===== src/rtl/mips_multicycle_ctrl_if.sv =====
// Control bundle between the multi-cycle MIPS controller
// and its datapath (IR opcode, ula flag, memory handshake).
interface mips_multicycle_ctrl_if;
  logic [5:0] opcode;
  logic       zero;
  logic       mem_ready;
  logic       pc_en;
  logic       IorD;
  logic       MemRead;
  logic       MemWrite;
  logic       IRWrite;
  logic       MentoReg;
  logic       RegDst;
  logic       RegWrite;
  logic       ALUSrcA;
  logic [1:0] ALUSrcB;
  logic [3:0] ALUOp;
  logic [1:0] PCSource;
  logic [3:0] state;
  logic       illegal_op;
  logic       mem_fault;

  modport master (
    input  opcode, zero, mem_ready,
    output pc_en, IorD, MemRead, MemWrite,
    output IRWrite, MentoReg, RegDst, RegWrite,
    output ALUSrcA, ALUSrcB, ALUOp, PCSource,
    output state, illegal_op, mem_fault
  );

  modport slave (
    output opcode, zero, mem_ready,
    input  pc_en, IorD, MemRead, MemWrite,
    input  IRWrite, MentoReg, RegDst, RegWrite,
    input  ALUSrcA, ALUSrcB, ALUOp, PCSource,
    input  state, illegal_op, mem_fault
  );
endinterface


===== src/rtl/mips_multicycle_ctrl.sv =====
// Multi-cycle MIPS control FSM: per-state strobes, memory
// handshake stalls, timeout into a sticky FAULT state.
module mips_multicycle_ctrl #(
  parameter int MEM_WAIT_MAX = 15,
  parameter int WCNT_W       = 4
) (
  input  logic                  clock,
  input  logic                  reset,
  mips_multicycle_ctrl_if.master bus
);
  typedef enum logic [3:0] {
    FETCH  = 4'd0,
    DECODE = 4'd1,
    MEMADR = 4'd2,
    MEMRD  = 4'd3,
    MEMWB  = 4'd4,
    MEMWR  = 4'd5,
    EXEC   = 4'd6,
    RWB    = 4'd7,
    BRANCH = 4'd8,
    IEXEC  = 4'd9,
    IWB    = 4'd10,
    JUMP   = 4'd11,
    FAULT  = 4'd15
  } state_e;

  localparam logic [5:0] OP_R    = 6'b000000;
  localparam logic [5:0] OP_LW   = 6'b100011;
  localparam logic [5:0] OP_SW   = 6'b101011;
  localparam logic [5:0] OP_BEQ  = 6'b000100;
  localparam logic [5:0] OP_ADDI = 6'b001000;
  localparam logic [5:0] OP_ANDI = 6'b001100;
  localparam logic [5:0] OP_ORI  = 6'b001101;
  localparam logic [5:0] OP_SLTI = 6'b001010;
  localparam logic [5:0] OP_J    = 6'b000010;

  localparam logic [WCNT_W-1:0] WMAX =
    WCNT_W'(MEM_WAIT_MAX);

  state_e            state_q, state_d;
  logic [WCNT_W-1:0] wcnt_q, wcnt_d;
  logic              ill_q, ill_d;
  logic              pc_write, branch;
  logic              mem_st, timeout;

  always_comb begin
    state_d      = state_q;
    ill_d        = ill_q;
    wcnt_d       = '0;
    pc_write     = 1'b0;
    branch       = 1'b0;
    bus.IorD     = 1'b0;
    bus.MemRead  = 1'b0;
    bus.MemWrite = 1'b0;
    bus.IRWrite  = 1'b0;
    bus.MentoReg = 1'b0;
    bus.RegDst   = 1'b0;
    bus.RegWrite = 1'b0;
    bus.ALUSrcA  = 1'b0;
    bus.ALUSrcB  = 2'b00;
    bus.ALUOp    = 4'b0000;
    bus.PCSource = 2'b00;
    bus.mem_fault = 1'b0;

    mem_st  = (state_q == FETCH) ||
              (state_q == MEMRD) ||
              (state_q == MEMWR);
    timeout = mem_st && !bus.mem_ready &&
              (wcnt_q == WMAX);

    unique case (state_q)
      FETCH: begin
        bus.MemRead = 1'b1;
        bus.ALUSrcB = 2'b01;
        if (bus.mem_ready) begin
          bus.IRWrite = 1'b1;
          pc_write    = 1'b1;
          state_d     = DECODE;
        end
      end
      DECODE: begin
        bus.ALUSrcB = 2'b11;
        case (bus.opcode)
          OP_R:     state_d = EXEC;
          OP_LW,
          OP_SW:    state_d = MEMADR;
          OP_BEQ:   state_d = BRANCH;
          OP_ADDI,
          OP_ANDI,
          OP_ORI,
          OP_SLTI:  state_d = IEXEC;
          OP_J:     state_d = JUMP;
          default: begin
            ill_d   = 1'b1;
            state_d = FETCH;
          end
        endcase
      end
      MEMADR: begin
        bus.ALUSrcA = 1'b1;
        bus.ALUSrcB = 2'b10;
        state_d = (bus.opcode == OP_SW) ? MEMWR : MEMRD;
      end
      MEMRD: begin
        bus.MemRead = 1'b1;
        bus.IorD    = 1'b1;
        if (bus.mem_ready) state_d = MEMWB;
      end
      MEMWB: begin
        bus.RegWrite = 1'b1;
        bus.MentoReg = 1'b1;
        state_d      = FETCH;
      end
      MEMWR: begin
        bus.MemWrite = 1'b1;
        bus.IorD     = 1'b1;
        if (bus.mem_ready) state_d = FETCH;
      end
      EXEC: begin
        bus.ALUSrcA = 1'b1;
        bus.ALUOp   = 4'b0010;
        state_d     = RWB;
      end
      RWB: begin
        bus.RegWrite = 1'b1;
        bus.RegDst   = 1'b1;
        state_d      = FETCH;
      end
      BRANCH: begin
        bus.ALUSrcA  = 1'b1;
        bus.ALUOp    = 4'b0001;
        bus.PCSource = 2'b01;
        branch       = 1'b1;
        state_d      = FETCH;
      end
      IEXEC: begin
        bus.ALUSrcA = 1'b1;
        bus.ALUSrcB = 2'b10;
        case (bus.opcode)
          OP_ANDI: bus.ALUOp = 4'b0011;
          OP_ORI:  bus.ALUOp = 4'b0100;
          OP_SLTI: bus.ALUOp = 4'b0101;
          default: bus.ALUOp = 4'b0000;
        endcase
        state_d = IWB;
      end
      IWB: begin
        bus.RegWrite = 1'b1;
        state_d      = FETCH;
      end
      JUMP: begin
        bus.PCSource = 2'b10;
        pc_write     = 1'b1;
        state_d      = FETCH;
      end
      FAULT: bus.mem_fault = 1'b1;
      default: state_d = FAULT;
    endcase

    if (timeout) state_d = FAULT;

    // Non-memory states and ready cycles leave the count at zero,
    // so every memory state is entered with a cleared counter.
    if (mem_st && !bus.mem_ready)
      wcnt_d = (wcnt_q == WMAX) ? wcnt_q
                                : wcnt_q + WCNT_W'(1);

    bus.pc_en      = pc_write | (branch & bus.zero);
    bus.state      = state_q;
    bus.illegal_op = ill_q;
  end

  always_ff @(posedge clock) begin
    if (reset) begin
      state_q <= FETCH;
      wcnt_q  <= '0;
      ill_q   <= 1'b0;
    end else begin
      state_q <= state_d;
      wcnt_q  <= wcnt_d;
      ill_q   <= ill_d;
    end
  end
endmodule


===== src/flat_wrapper.sv =====
// flat-port wrapper written by rule: the top's interface ports become plain ports
module mips_multicycle_ctrl_flat 
#(
  parameter int MEM_WAIT_MAX = 15,
  parameter int WCNT_W       = 4
)
  (clock, reset, bus_opcode, bus_zero, bus_mem_ready, bus_pc_en, bus_IorD, bus_MemRead, bus_MemWrite, bus_IRWrite, bus_MentoReg, bus_RegDst, bus_RegWrite, bus_ALUSrcA, bus_ALUSrcB, bus_ALUOp, bus_PCSource, bus_state, bus_illegal_op, bus_mem_fault);
  mips_multicycle_ctrl_if bus_i ();
  input  logic clock;
  input  logic reset;
  input wire logic [$bits(bus_i.opcode)-1:0] bus_opcode;
  input wire logic [$bits(bus_i.zero)-1:0] bus_zero;
  input wire logic [$bits(bus_i.mem_ready)-1:0] bus_mem_ready;
  output wire logic [$bits(bus_i.pc_en)-1:0] bus_pc_en;
  output wire logic [$bits(bus_i.IorD)-1:0] bus_IorD;
  output wire logic [$bits(bus_i.MemRead)-1:0] bus_MemRead;
  output wire logic [$bits(bus_i.MemWrite)-1:0] bus_MemWrite;
  output wire logic [$bits(bus_i.IRWrite)-1:0] bus_IRWrite;
  output wire logic [$bits(bus_i.MentoReg)-1:0] bus_MentoReg;
  output wire logic [$bits(bus_i.RegDst)-1:0] bus_RegDst;
  output wire logic [$bits(bus_i.RegWrite)-1:0] bus_RegWrite;
  output wire logic [$bits(bus_i.ALUSrcA)-1:0] bus_ALUSrcA;
  output wire logic [$bits(bus_i.ALUSrcB)-1:0] bus_ALUSrcB;
  output wire logic [$bits(bus_i.ALUOp)-1:0] bus_ALUOp;
  output wire logic [$bits(bus_i.PCSource)-1:0] bus_PCSource;
  output wire logic [$bits(bus_i.state)-1:0] bus_state;
  output wire logic [$bits(bus_i.illegal_op)-1:0] bus_illegal_op;
  output wire logic [$bits(bus_i.mem_fault)-1:0] bus_mem_fault;
  assign bus_i.opcode = bus_opcode;
  assign bus_i.zero = bus_zero;
  assign bus_i.mem_ready = bus_mem_ready;
  assign bus_pc_en = bus_i.pc_en;
  assign bus_IorD = bus_i.IorD;
  assign bus_MemRead = bus_i.MemRead;
  assign bus_MemWrite = bus_i.MemWrite;
  assign bus_IRWrite = bus_i.IRWrite;
  assign bus_MentoReg = bus_i.MentoReg;
  assign bus_RegDst = bus_i.RegDst;
  assign bus_RegWrite = bus_i.RegWrite;
  assign bus_ALUSrcA = bus_i.ALUSrcA;
  assign bus_ALUSrcB = bus_i.ALUSrcB;
  assign bus_ALUOp = bus_i.ALUOp;
  assign bus_PCSource = bus_i.PCSource;
  assign bus_state = bus_i.state;
  assign bus_illegal_op = bus_i.illegal_op;
  assign bus_mem_fault = bus_i.mem_fault;
  mips_multicycle_ctrl #(.MEM_WAIT_MAX(MEM_WAIT_MAX), .WCNT_W(WCNT_W)) u_core (.clock(clock), .reset(reset), .bus(bus_i));
endmodule

===== config.mk =====
export PLATFORM = sky130hd
export DESIGN_NAME = mips_multicycle_ctrl_flat
export DESIGN_NICKNAME = d
export VERILOG_FILES = /design/src/rtl/mips_multicycle_ctrl_if.sv /design/src/rtl/mips_multicycle_ctrl.sv /design/src/flat_wrapper.sv
export SDC_FILE = /design/constraint.sdc
export NUM_CORES = 1
export LEC_CHECK = 0
export ABC_AREA = 1
export CORE_MARGIN = 8
export CORE_UTILIZATION = 28
export CTS_CLUSTER_SIZE = 8
export DETAILED_ROUTE_END_ITERATION = 7
export HOLD_SLACK_MARGIN = 0.03
export SLEW_MARGIN = 20
export SYNTH_ARGS = -nofsm -noshare
export SYNTH_HDL_FRONTEND = slang
export SYNTH_SLANG_ARGS = --single-unit
export TNS_END_PERCENT = 10

===== constraint.sdc =====
create_clock -name clock -period 1.75 [get_ports clock]
set_input_delay 0.525 -clock clock [delete_from_list [all_inputs] [get_ports clock]]
set_output_delay 0.525 -clock clock [all_outputs]
set_load 0.1 [all_outputs]

# Word-level counts from Yosys, hierarchy flattened
# Index checks and enable logic that the tools add are counted.
dict set report word_totals {
  ff_bits 9
  latchBits 0
  ramBits 0
  rom_bits 0
  elab_cells 75
  mem_count 0
}
dict set report classes {
  add_sub_neg 1
  multipliers 0
  div 0
  n_lt_le_gt_ge 0
  n_eq_ne 25
  shifts 0
  muxes 23
  bitwise 4
  n_reduce_logical 19
}
# cell count
set ops {}
lappend ops {{case mux 4 bit (9 select lines)} 1}
lappend ops {{equality test 4 bit (second input constant)} 6}
lappend ops {{equality test 6 x 4 -> 1 bit (second input constant)} 4}
lappend ops {{case mux 4 bit (5 select lines)} 1}
lappend ops {{equality test 4 x 3 -> 1 bit (second input constant)} 4}
lappend ops {{2-to-1 mux 4 bit} 4}
lappend ops {{equality test 6 bit (second input constant)} 2}
lappend ops {{case mux 4 bit (3 select lines)} 1}
lappend ops {{2-to-1 mux 1 bit} 11}
lappend ops {{OR reduction 2 bit} 5}
lappend ops {{inequality test 3 x 2 -> 1 bit (second input constant)} 3}
lappend ops {{case mux 3 bit (3 select lines)} 1}
lappend ops {{OR reduction 9 bit} 1}
lappend ops {{equality test 4 x 2 -> 1 bit (second input constant)} 2}
lappend ops {{OR reduction 4 bit} 2}
lappend ops {{equality test 6 x 2 -> 1 bit (second input constant)} 1}
lappend ops {{equality test 6 x 3 -> 1 bit (second input constant)} 1}
lappend ops {{zero test 6 bit} 1}
lappend ops {{case mux 2 bit (3 select lines)} 1}
lappend ops {{OR reduction 5 bit} 1}
lappend ops {{adder 4 x 1 -> 4 bit (second input constant)} 1}
lappend ops {{equality test 4 x 1 -> 1 bit (second input constant)} 1}
lappend ops {{zero test 4 bit} 1}
lappend ops {{case mux 2 bit (2 select lines)} 1}
lappend ops {{other kinds (12)} 15}

# Depth between registers and ports, before layout
# Gate-level depths: netlist of the first run.
dict set report depth {
  depth_word 7
  depth_mapped 10
}

# Worst setup path before layout of the first run
# Ideal clock, no wire load.
dict set report synth_path {
  path_type {register to output}
  from {reg u_core.state_q[2], in the netlist u_core.bus.state[2]}
  to {out bus_RegWrite}
  arrival_ns 3.788
  path_slack_ns -2.563
  path_stages_with_launch 7
  cell_sequence {dfxtp_1 -> inv_2 -> nor2_1 -> inv_1 -> nor2_1 -> a21oi_1 -> o21ai_0}
}
dict set report synth_between {
  elab_chain_cells 3
  word_cells_on_any_way 5
  cone_classes {eq/ne: 3; mux: 1; reduce/logical: 1}
}
# element line
set synth_rtl {}
lappend synth_rtl {{start, declared} mips_multicycle_ctrl.sv:40} ;# state_e state_q, state_d;
lappend synth_rtl {{start signal, assigned} mips_multicycle_ctrl.sv:179} ;# state_q <= state_d;
lappend synth_rtl {{equality test 4 x 3 -> 1 bit / equality test 4 bit (equally long branches)} mips_multicycle_ctrl.sv:71} ;# unique case (state_q)
lappend synth_rtl {{OR reduction 3 bit (no line) *} -}
lappend synth_rtl {{2-to-1 mux 1 bit *} mips_multicycle_ctrl.sv:71}
lappend synth_rtl {{end, declared} flat_wrapper.sv:21} ;# output wire logic [$bits(bus_i.RegWrite)-1:0] bus_RegWrite;
# Every way passes the cells marked *; elsewhere a longest branch is shown, timed or not.

# Worst setup path after layout of the first run
dict set report layout_path {
  from {in bus_opcode[5]}
  to {out bus_ALUOp[1]}
}
dict set report layout_between {
  elab_chain_cells 3
  word_cells_on_any_way 5
  cone_classes {eq/ne: 3; mux: 2}
}
# element line
set layout_rtl {}
lappend layout_rtl {{start, declared} flat_wrapper.sv:11} ;# input wire logic [$bits(bus_i.opcode)-1:0] bus_opcode;
lappend layout_rtl {{equality test 6 x 4 -> 1 bit} mips_multicycle_ctrl.sv:139} ;# case (bus.opcode)
lappend layout_rtl {{case mux 3 bit (3 select lines) *} mips_multicycle_ctrl.sv:139}
lappend layout_rtl {{case mux 4 bit (3 select lines) *} mips_multicycle_ctrl.sv:71}
lappend layout_rtl {{end, declared} flat_wrapper.sv:24} ;# output wire logic [$bits(bus_i.ALUOp)-1:0] bus_ALUOp;
# Marks and branches as above.

==> results.py, run 1 <==
metrics = {
    "place": {
        "numPortBuffers": 31,
        "dp_hpwl_mm": 2.542,
        "gp_congestion": 0.8633,
        "place_inst": 232,
    },
    "floorplanning": {
        "core_um2": 2781,
        "dieArea_um2": 4949,
        "die_y_um": 70.35,
        "rows": 19,
        "initial_core_util_pct": 29.73,
        "num_io_pins": 33,
        "die_w_um": 70.35,
    },
    "clock_tree": {
        "htree_num_levels": 1,
        "root_buffer": "clkbuf_4",
        "clock_latency_ns": 0.26,
        "cts.path.max_buffers": 2,
        "cts_buffers": 3,
        "cts_sinks": 9,
        "cts_tree": "done",
        "cts.reportedPaths.clkPinSlew_ns": 0.06,
    },
    "timing": {
        "hold_violations": 0,
        "min_period_over_period_pct": 116.0,
        "fin_crit_ns": 2.029,
        "rsz0062_at_grt": "yes",
        "setup_ws_ns": -0.2793,
        "max_freq_ghz": 0.4928,
        "slew_viol_final": 0,
        "final.setup_skew_ns": 0.004085,
        "setup_viol": 16,
    },
    "synthesis": {
        "synthMuxAreaShare_pct": 0,
        "yosysWarnings": 0,
        "synthAdderAreaFrac_pct": 1.513,
        "synth_area_leaders": "dfxtp_1, nor2_1, nand2_1",
        "yosys.area_share.simple_pct": 51.89,
        "ys_ff_latch": 9,
        "synth_top_cell_by_area": "dfxtp_1",
        "synth_edf_count": 0,
        "synth_common_cells": "nor2_1, nand2_1, inv_1",
        "netlist_instances": 144,
        "synth_top_family_by_area": "simple AND/OR/NAND/NOR gates",
        "synth_xor_area_share_pct": 3.177,
        "syn_nets": 155,
        "yosys.area.top_type_share_pct": 21.79,
        "synth_ff_type": "dfxtp_1",
        "async_flop_share_pct": 0,
        "ys_seq_area_share_pct": 21.79,
        "yosysMostFrequentCell": "nor2_1",
        "syn_avg_cell_area_um2": 5.743,
        "synthDistinctLibCells": 21,
        "syn_area_um2": 827.0,
        "synth_compound_area_share_pct": 9.380,
    },
    "grt": {
        "grt_pass1_wl_mm": 5.230,
        "grt_overflow": 0,
        "grt_max_degree": 8,
        "grt_pass1_vias": 1150,
        "antenna_found_initial": 0,
        "track_usage_pct": 12.24,
    },
    "routing": {
        "drtIter0Drc": 59,
        "remaining_drc_errors": 0,
        "detail_route.wl_per_cell_um": 13.28,
        "via_per_inst": 4.868,
        "wirelength_mm": 3.226,
        "dr_total_vias": 1183,
        "first_pass_iters": 4,
        "ant_nets": 0,
    },
    "flow_run": {
        "cap_violations": 0,
    },
    "critical_path": {
        "crit_arrival_ns": 1.50,
        "crit_required_ns": 1.22,
        "reg2reg_from": "u_core.bus.state[3]$_SDFFE_PP0P_",
        "reg2reg_slack_ns": 0.28,
        "cp_max_fo": 2,
        "worstSetupPathType": "primary input to output pin",
        "start_kind": "primary input",
        "worstReg2RegEnd": "u_core.bus.state[2]$_SDFFE_PP0P_",
        "end_kind": "output pin",
        "ff2ff_path_depth": 9,
    },
    "worst_hold_path": {
        "worst_hold_path.endpoint": "u_core.bus.illegal_op$_SDFFE_PP0P_",
        "holdCritStartpoint": "u_core.bus.illegal_op$_SDFFE_PP0P_",
        "hold_depth": 2,
        "hold_path.class": "flip-flop to flip-flop",
    },
    "final_layout": {
        "instances_no_fill": 243,
        "post-route-util_pct": 66.49,
        "area_growth_pct": 123.6,
        "diodes": 0,
        "layout.nets": 224,
        "drive_gt1_share_pct": 52.83,
        "nFillCells": 236,
    },
    "run_status": {
        "violations": "setup timing",
        "outcome": "complete, but fails checks",
    },
}
## layout make-up
class                           instances  area, µm²  share of cell area, %
Timing Repair Buffer                   65      783.3                  42.35
Tap cell                               31      38.79                  2.097
Clock buffer                            4      26.28                  1.421
Inverter                               24      95.09                  5.142
Multi-Input combinational cell        110      710.7                  38.43
Sequential cell                         9      195.2                  10.55
## per-stage QoR
| step | setup slack, ns | setup TNS, ns | hold WS (ns) | cell area [µm²] |
|---|---|---|---|---|
| floorplan | -1.078 | -11.93 | 0.4624 | 930.9 |
| global placement | -0.6811 | -3.493 | 0.4750 | 1695 |
| detailed placement | -0.7195 | -3.711 | 0.4907 | 1695 |
| CTS | -0.3181 | -2.663 | 0.5039 | 1813 |
| global route | -0.3184 | -3.408 | 0.5150 | 1849 |
| finish | -0.2793 | -2.568 | 0.4983 | 1849 |
## layout by cell type, fill, tap and decap left out, drive strengths merged
cell           instances
nor3                   1
a211o                  1
a311oi                 1
ha                     1
a21oi                  7
buf                   61
o21ai                  2
o21bai                 1
nand2                 32
nand4                  5
nor2                  34
nand3                 20
xnor2                  3
dfxtp                  9
conb                   1
o211ai                 1
clkdlybuf4s50          3
clkbuf                 5
inv                   24
## how the worst max path moves through the flow
| stage | end | slack (ns) | startpoint | cells past startpoint |
|---|---|---|---|---|
| final | bus_ALUOp[1] | -0.28 | bus_opcode[5] | 8 |
| after global routing | bus_ALUOp[1] | -0.32 | bus_opcode[5] | 8 |
| after CTS | bus_ALUOp[0] | -0.32 | bus_opcode[5] | 7 |
| after detailed placement | bus_ALUOp[0] | -0.72 | bus_opcode[4] | 7 |
| after global placement | bus_ALUOp[0] | -0.68 | bus_opcode[4] | 7 |
| after floorplan | bus_ALUSrcA | -1.08 | u_core.bus.state[3]$_SDFFE_PP0P_ | 4 |
## state kept, by name, summed over array words and instances, names as in the netlist
name                   cells
u_core.bus.state           4
u_core.wcnt_q              4
u_core.bus.illegal_op      1
## repair_timing
action | in CTS | in global routing
pin swaps | 10 | 6
gates resized for setup | 43 | 13
hold buffers | 0 | 0
endpoints found under the setup margin | 19 | 17
buffers inserted | 5 | 2
## layer usage
layer,global-route usage (%),vias up,share of wire [%]
met4,4.464,0,1.4
met3,2.825,6,5.1
met5,0,-,0
li1,-,605,-
met2,22.43,36,54
met1,13.16,536,40
## cell families (layout without fill, tap and decap cells)
| group | count (synthesis) | in the layout |
|---|---|---|
| simple gates | 92 | 92 |
| buf+inv | 25 | 93 |
| compound gates | 13 | 13 |
| flops | 9 | 9 |
| xor+xnor | 3 | 3 |
| fa+ha+maj | 1 | 1 |
| other cells | 1 | 1 |
## worst max-delay path, cell delays in order
cell	delay (ns)
buf_6	0.10
nor2_4	0.12
nand2_2	0.08
nor2_4	0.13
nand2_2	0.08
buf_4	0.14
o21ai_4	0.14
buf_12	0.19
Power of run 1 is not shown: default switching activity piles up to over one toggle a cycle in this logic, so the estimate is an artifact.
==> inputs of run 2 (changes only) <==
GPL_ROUTABILITY_DRIVEN = 0   (was not set)
==> results of run 2 <==
Final layout, timing and power as in run 1 (identical DEF).
Power of run 2 is left out for the same reason.
